## src/rtl/prog_loader_if.sv

```systemverilog
// Byte-stream and program-memory write bus used by the program loader.
//   byte_valid/byte_data : stream source -> loader, transfer on valid && ready
//   byte_ready           : loader -> source
//   mem_we/addr/wdata    : loader -> program memory, one strobe per word
// master: the side that feeds the byte stream and observes the memory writes.
// slave:  the loader.
interface prog_loader_if;
    localparam int unsigned ADDR_W = 6;
    localparam int unsigned DATA_W = 16;

    logic              byte_valid;
    logic [7:0]        byte_data;
    logic              byte_ready;
    logic              mem_we;
    logic [ADDR_W-1:0] mem_addr;
    logic [DATA_W-1:0] mem_wdata;

    modport master (
        output byte_valid,
        output byte_data,
        input  byte_ready,
        input  mem_we,
        input  mem_addr,
        input  mem_wdata
    );

    modport slave (
        input  byte_valid,
        input  byte_data,
        output byte_ready,
        output mem_we,
        output mem_addr,
        output mem_wdata
    );
endinterface

```

## src/rtl/prog_loader.sv

```systemverilog
// Program loader: packs a byte stream into 16-bit words, writes them into the
// 64x16 instruction store, then checks an 8-bit additive checksum trailer.
// The cpu is held in reset from the start of a load until it passes.
// Ports:
//   clk        rising-edge clock
//   reset      async active-low reset
//   start      1-cycle pulse, begins a load of len words (ignored while busy)
//   len        word count 1..64, sampled on start
//   bus        byte stream in, memory write strobe/address/data out
//   cpu_reset  active-high reset to the cpu
//   busy       load in progress
//   done       load finished (pass or fail), held until the next start
//   err        checksum mismatch or illegal len, valid while done=1
module prog_loader (
    input  logic         clk,
    input  logic         reset,
    input  logic         start,
    input  logic [6:0]   len,
    prog_loader_if.slave bus,
    output logic         cpu_reset,
    output logic         busy,
    output logic         done,
    output logic         err
);
    localparam int unsigned DEPTH  = 64;
    localparam int unsigned ADDR_W = 6;
    localparam int unsigned DATA_W = 16;
    localparam int unsigned CNT_W  = 7;

    typedef enum logic [2:0] {
        S_IDLE,
        S_HI,
        S_LO,
        S_WR,
        S_CSUM,
        S_DONE
    } state_t;

    state_t            r_state;
    state_t            w_state_nx;
    logic [CNT_W-1:0]  r_len;
    logic [CNT_W-1:0]  w_len_nx;
    logic [CNT_W-1:0]  r_count;
    logic [CNT_W-1:0]  w_count_nx;
    logic [CNT_W-1:0]  w_count_inc;
    logic [7:0]        r_hi;
    logic [7:0]        w_hi_nx;
    logic [7:0]        r_csum;
    logic [7:0]        w_csum_nx;
    logic              r_byte_ready;
    logic              w_byte_ready_nx;
    logic              r_mem_we;
    logic              w_mem_we_nx;
    logic [ADDR_W-1:0] r_mem_addr;
    logic [ADDR_W-1:0] w_mem_addr_nx;
    logic [DATA_W-1:0] r_mem_wdata;
    logic [DATA_W-1:0] w_mem_wdata_nx;
    logic              r_cpu_reset;
    logic              w_cpu_reset_nx;
    logic              r_busy;
    logic              w_busy_nx;
    logic              r_done;
    logic              w_done_nx;
    logic              r_err;
    logic              w_err_nx;
    logic              w_xfer;
    logic              w_len_ok;

    // byte_ready is a register that tracks the state, so it is a valid handshake qualifier
    assign w_xfer      = bus.byte_valid && r_byte_ready;
    assign w_len_ok    = (len != CNT_W'(0)) && (len <= CNT_W'(DEPTH));
    assign w_count_inc = r_count + CNT_W'(1);

    // Next-state and next-output logic
    always_comb begin
        w_state_nx     = r_state;
        w_len_nx       = r_len;
        w_count_nx     = r_count;
        w_hi_nx        = r_hi;
        w_csum_nx      = r_csum;
        w_mem_addr_nx  = r_mem_addr;
        w_mem_wdata_nx = r_mem_wdata;
        w_err_nx       = r_err;

        case (r_state)
            S_IDLE, S_DONE: begin
                if (start) begin
                    if (w_len_ok) begin
                        w_state_nx    = S_HI;
                        w_len_nx      = len;
                        w_count_nx    = '0;
                        w_csum_nx     = '0;
                        w_mem_addr_nx = '0;
                        w_err_nx      = 1'b0;
                    end else begin
                        w_state_nx = S_DONE;
                        w_err_nx   = 1'b1;
                    end
                end
            end
            S_HI: begin
                if (w_xfer) begin
                    w_hi_nx    = bus.byte_data;
                    w_csum_nx  = r_csum + bus.byte_data;
                    w_state_nx = S_LO;
                end
            end
            S_LO: begin
                if (w_xfer) begin
                    w_csum_nx      = r_csum + bus.byte_data;
                    w_mem_wdata_nx = {r_hi, bus.byte_data};
                    w_mem_addr_nx  = ADDR_W'(r_count);
                    w_state_nx     = S_WR;
                end
            end
            S_WR: begin
                // 7-bit count so len=64 terminates at 64 instead of wrapping to 0
                w_count_nx = w_count_inc;
                w_state_nx = (w_count_inc == r_len) ? S_CSUM : S_HI;
            end
            S_CSUM: begin
                if (w_xfer) begin
                    w_err_nx   = (bus.byte_data != r_csum);
                    w_state_nx = S_DONE;
                end
            end
            default: begin
                w_state_nx = S_IDLE;
            end
        endcase

        // Outputs are registered copies of what the next state implies
        w_byte_ready_nx = (w_state_nx inside {S_HI, S_LO, S_CSUM});
        w_mem_we_nx     = (w_state_nx == S_WR);
        w_busy_nx       = (w_state_nx inside {S_HI, S_LO, S_WR, S_CSUM});
        w_done_nx       = (w_state_nx == S_DONE);
        w_cpu_reset_nx  = (w_state_nx == S_DONE) ? w_err_nx : 1'b1;
    end

    // State and output registers
    always_ff @(posedge clk or negedge reset) begin
        if (!reset) begin
            r_state      <= S_IDLE;
            r_len        <= '0;
            r_count      <= '0;
            r_hi         <= '0;
            r_csum       <= '0;
            r_byte_ready <= 1'b0;
            r_mem_we     <= 1'b0;
            r_mem_addr   <= '0;
            r_mem_wdata  <= '0;
            r_cpu_reset  <= 1'b1;
            r_busy       <= 1'b0;
            r_done       <= 1'b0;
            r_err        <= 1'b0;
        end else begin
            r_state      <= w_state_nx;
            r_len        <= w_len_nx;
            r_count      <= w_count_nx;
            r_hi         <= w_hi_nx;
            r_csum       <= w_csum_nx;
            r_byte_ready <= w_byte_ready_nx;
            r_mem_we     <= w_mem_we_nx;
            r_mem_addr   <= w_mem_addr_nx;
            r_mem_wdata  <= w_mem_wdata_nx;
            r_cpu_reset  <= w_cpu_reset_nx;
            r_busy       <= w_busy_nx;
            r_done       <= w_done_nx;
            r_err        <= w_err_nx;
        end
    end

    assign bus.byte_ready = r_byte_ready;
    assign bus.mem_we     = r_mem_we;
    assign bus.mem_addr   = r_mem_addr;
    assign bus.mem_wdata  = r_mem_wdata;
    assign cpu_reset      = r_cpu_reset;
    assign busy           = r_busy;
    assign done           = r_done;
    assign err            = r_err;

endmodule

```

## src/flat_wrapper.sv

```systemverilog
// flat-port wrapper written by rule: the top's interface ports become plain ports
module prog_loader_flat 
  (clk, reset, start, len, cpu_reset, busy, done, err, bus_byte_valid, bus_byte_data, bus_byte_ready, bus_mem_we, bus_mem_addr, bus_mem_wdata);
  prog_loader_if bus_i ();
  input  logic clk;
  input  logic reset;
  input  logic start;
  input  logic [6:0] len;
  output logic cpu_reset;
  output logic busy;
  output logic done;
  output logic err;
  input wire logic [$bits(bus_i.byte_valid)-1:0] bus_byte_valid;
  input wire logic [$bits(bus_i.byte_data)-1:0] bus_byte_data;
  output wire logic [$bits(bus_i.byte_ready)-1:0] bus_byte_ready;
  output wire logic [$bits(bus_i.mem_we)-1:0] bus_mem_we;
  output wire logic [$bits(bus_i.mem_addr)-1:0] bus_mem_addr;
  output wire logic [$bits(bus_i.mem_wdata)-1:0] bus_mem_wdata;
  assign bus_i.byte_valid = bus_byte_valid;
  assign bus_i.byte_data = bus_byte_data;
  assign bus_byte_ready = bus_i.byte_ready;
  assign bus_mem_we = bus_i.mem_we;
  assign bus_mem_addr = bus_i.mem_addr;
  assign bus_mem_wdata = bus_i.mem_wdata;
  prog_loader u_core (.clk(clk), .reset(reset), .start(start), .len(len), .bus(bus_i), .cpu_reset(cpu_reset), .busy(busy), .done(done), .err(err));
endmodule
```

## config.mk

```make
export PLATFORM = sky130hd
export DESIGN_NAME = prog_loader_flat
export DESIGN_NICKNAME = d
export VERILOG_FILES = /design/src/rtl/prog_loader_if.sv /design/src/rtl/prog_loader.sv /design/src/flat_wrapper.sv
export SDC_FILE = /design/constraint.sdc
export NUM_CORES = 1
export LEC_CHECK = 0
export ABC_CLOCK_PERIOD_IN_PS = 2680
export CAP_MARGIN = 20
export CORE_ASPECT_RATIO = 1.1
export CORE_MARGIN = 2
export CORE_UTILIZATION = 39
export DETAILED_ROUTE_END_ITERATION = 12
export SETUP_SLACK_MARGIN = 0.2
export SYNTH_ARGS = -nofsm -noshare
export SYNTH_HDL_FRONTEND = slang
export SYNTH_SLANG_ARGS = --single-unit
```

## constraint.sdc

```tcl
create_clock -name clk -period 2.68 [get_ports clk]
set_clock_uncertainty 0.2 [all_clocks]
set_input_delay 0.536 -clock clk [delete_from_list [all_inputs] [get_ports clk]]
set_output_delay 0.536 -clock clk [all_outputs]
set_load 0.02 [all_outputs]
```

==> flow_summary.json <==
{
  "fin_nets": 377,
  "slew_viol_final": 0,
  "grt_max_degree": 31,
  "gp_congestion": 0.7596,
  "vias_per_cell": 5.089,
  "clk_latency_ns": 0.34,
  "dr.first_iter.drc_count": 65,
  "drive_above_1_share_pct": 24.01,
  "slowest_delay_ns": 0.55,
  "max_slew.worst_pin.slew_ns": 0.5227,
  "wl_per_cell_microns": 14.13,
  "fp.dieW_microns": 88.98,
  "cts.clk_slew.worst_paths_ns": 0.07,
  "diodes": 0,
  "holdCritStartpoint": "u_core.r_hi[1]",
  "rsz0062_at_grt": "no",
  "synth-seq-cells": 61,
  "syn_avg_cell_area_sq_um": 11.18,
  "drc_errors": 0,
  "cts_setup_buffers": 0,
  "r2r_start": "u_core.r_state[0]",
  "grt_first_pass_wirelength_microns": 10900,
  "yosysUniqueCellTypes": 55,
  "dp.cells": 445,
  "cp_max_fo": 6,
  "crit_path_end_kind": "flip-flop",
  "status": "finished clean",
  "crit_top_cell": "or4_4",
  "crit_type": "in2reg",
  "cap_violations": 0,
  "rows": 34,
  "ys_seq_area_share_pct": 49.31,
  "htree_levels": 3,
  "power_density_mw_per_mm2": 953.9,
  "pre_cts_slack_ns": -0.3120,
  "timing.fmax_mhz": 407.1,
  "cts_tree": "done",
  "cp.arrival_ns": 2.52,
  "syn_to_final_growth_pct": 31.46,
  "root_buffer": "clkbuf_8",
  "core_area_sq_mm": 0.007828,
  "peakVddDrop_uv": 352.2,
  "hold_path.class": "reg2reg",
  "antenna_found_initial": 0,
  "hold_viol": 0,
  "fp.dieArea_sq_mm": 0.008673,
  "ios": 47,
  "syn_area_sq_mm": 0.003098,
  "slew_headroom_pct": 65.15,
  "path_buf_inv": 1,
  "crit_path_top_delay_cell": "or4_4",
  "utilization_pct": 52.03,
  "critPathLaunchType": "input pin",
  "wirelength_microns": 6526,
  "yosysTopAreaCellShare_pct": 48.47,
  "fin_crit_sh_pct": 91.66,
  "clockBufferDepth": 2,
  "synth_ff_type": "dfrtp_1",
  "cts_sinks": 61,
  "path_cells": "dlygate4sd2_1 -> or4_4 -> or4_4 -> a211o_1 -> o21ai_4 -> mux2i_1",
  "synth_edf_count": 0,
  "setup_viol": 0,
  "ys_top_cells_by_area": "dfrtp_1 (48%), mux2_2 (11%), ha_1 (3.2%)",
  "grt.overflow.total": 0,
  "async_reset_ff_share_pct": 100.0,
  "synth_area_leader_cell": "dfrtp_1",
  "die_y_microns": 97.48,
  "crit_family": "simple AND/OR/NAND/NOR gates",
  "grt.total_usage_pct": 16.18,
  "crit_required_ns": 2.74,
  "numPortBuffers": 46,
  "first_pass_iters": 5,
  "initial_core_util_pct": 39.58,
  "period_minus_slack_ns": 2.456,
  "syn_inst": 277,
  "vias": 2351,
  "ant_nets": 0,
  "dpl.hpwl_microns": 4717,
  "power.leakage_nw": 1.791,
  "yosysWarnings": 0,
  "fin_ws_ns": 0.2235,
  "layoutNonFillerInstCount": 462,
  "tritoncts.num_buffers": 9,
  "synth_nets": 305,
  "grt_pass1_vias": 2267,
  "startpoint": "len[3]"
}
state kept, by name (all words and copies together) (netlist names):
signal	count
u_core.err	1
u_core.bus.mem_addr	6
u_core.bus.byte_ready	1
u_core.r_hi	8
u_core.done	1
u_core.r_len	7
u_core.r_state	3
u_core.cpu_reset	1
u_core.r_count	7
u_core.r_csum	8
u_core.bus.mem_we	1
u_core.busy	1
u_core.bus.mem_wdata	16
logic make-up (layout without fill, tap and decap cells):
family	after synthesis	in the layout	share of synthesized area, %
AO/OA/AOI/OAI	58	58	12.68
XOR/XNOR	16	16	4.524
adder cells (fa/ha/maj)	9	9	3.877
buffers and inverters	21	98	3.190
flip-flops	61	61	49.31
multiplexers	38	38	13.61
AND/OR/NAND/NOR	74	74	12.80
layer usage:
| layer | vias up | wire [microns] | GRT usage, % |
|---|---|---|---|
| li1 | 1159 | - | - |
| met5 | - | 0 | 0 |
| met2 | 46 | 2860 | 22.79 |
| met4 | 0 | 106 | 4.822 |
| met3 | 9 | 230 | 5.268 |
| met1 | 1137 | 3329 | 23.74 |
Yosys cell counts, types with 2 or more instances:
master	count
a211oi_1	2
dfrtp_1	60
o22ai_1	7
mux2i_1	8
a211o_1	2
a21o_1	3
nand3_1	7
or4_4	2
nand2_1	25
o21ai_0	10
a31oi_1	4
nand3b_1	3
xnor2_1	7
o21bai_1	2
a221oi_1	3
nor3b_1	3
and4_1	2
o31ai_1	2
nor3_1	7
ha_1	8
a21oi_1	10
inv_1	7
xor2_1	9
mux2_2	29
nor2_1	7
and3_1	3
clkbuf_1	10
nand2b_1	4
o211ai_1	2
nor2b_1	3
nand4_1	2
area by class of cell:
type | count | area, sq um
Clock inverter | 4 | 47.55
Sequential cell | 61 | 1528
Timing Repair Buffer | 75 | 695.7
Tap cell | 108 | 135.1
Inverter | 7 | 26.28
Fill cell | 754 | 3755
Multi-Input combinational cell | 195 | 1495
Clock buffer | 12 | 145.1
power breakdown:
| group | total (W) | internal, W | switching [W] | leakage, nW |
|---|---|---|---|---|
| Combinational | 0.00159 | 0.000846 | 0.000741 | 0.900 |
| Sequential | 0.00148 | 0.00123 | 0.000255 | 0.795 |
| Clock | 0.000815 | 0.000452 | 0.000363 | 0.0964 |
| Total | 0.00388 | 0.00253 | 0.00136 | 1.79 |
timing repair:
item / CTS / global route
gates cloned: 0 / 0
setup endpoints to repair: 28 / 3
hold buffers: 1 / 0
gates resized for setup: 6 / 3
pin swaps: 3 / 0
endpoints found under the hold margin: 20 / 0
final timing paths:
path | cells past startpoint | slack [ns] | end
max | 6 | 0.22 | u_core.bus.mem_addr[4]
min | 1 | 0.30 | u_core.bus.mem_wdata[9]
max reg2reg | 4 | 0.44 | u_core.r_len[3]
min reg2reg | 1 | 0.30 | u_core.bus.mem_wdata[9]
max in group asynchronous | 3 | 1.17 | u_core.cpu_reset
min in group asynchronous | 2 | 0.50 | u_core.bus.mem_wdata[13]
per-stage QoR:
| step | power, W | hold WS, ns | TNS, ns | instance area [sq um] |
|---|---|---|---|---|
| after global routing | 0.004144 | 0.3223 | 0 | 4073 |
| after global placement | 0.003034 | 0.2842 | -6.653 | 3851 |
| final | 0.003885 | 0.2959 | 0 | 4073 |
| after detailed placement | 0.003060 | 0.2920 | -7.480 | 3851 |
| after CTS | 0.003904 | 0.3054 | 0 | 4058 |
| after floorplan | 0.002511 | 0.04041 | 0 | 3098 |
layout by cell type (no fill, tap or decap), types with 4 or more instances in the layout:
cell type and instances:
buf_4 26, xor2_1 9, nand2_1 25, xnor2_1 7
mux2i_1 8, mux2_2 29, nor3_1 7, ha_1 8
inv_1 7, clkbuf_8 10, a21oi_1 10, nor2_1 7
clkdlybuf4s50_1 41, nand3_1 7, dlygate4sd2_1 4, o22ai_1 7
nand2b_1 4, dfrtp_1 60, o21ai_0 10, a31oi_1 4
Note: power is estimated with default switching activity, not from simulation.
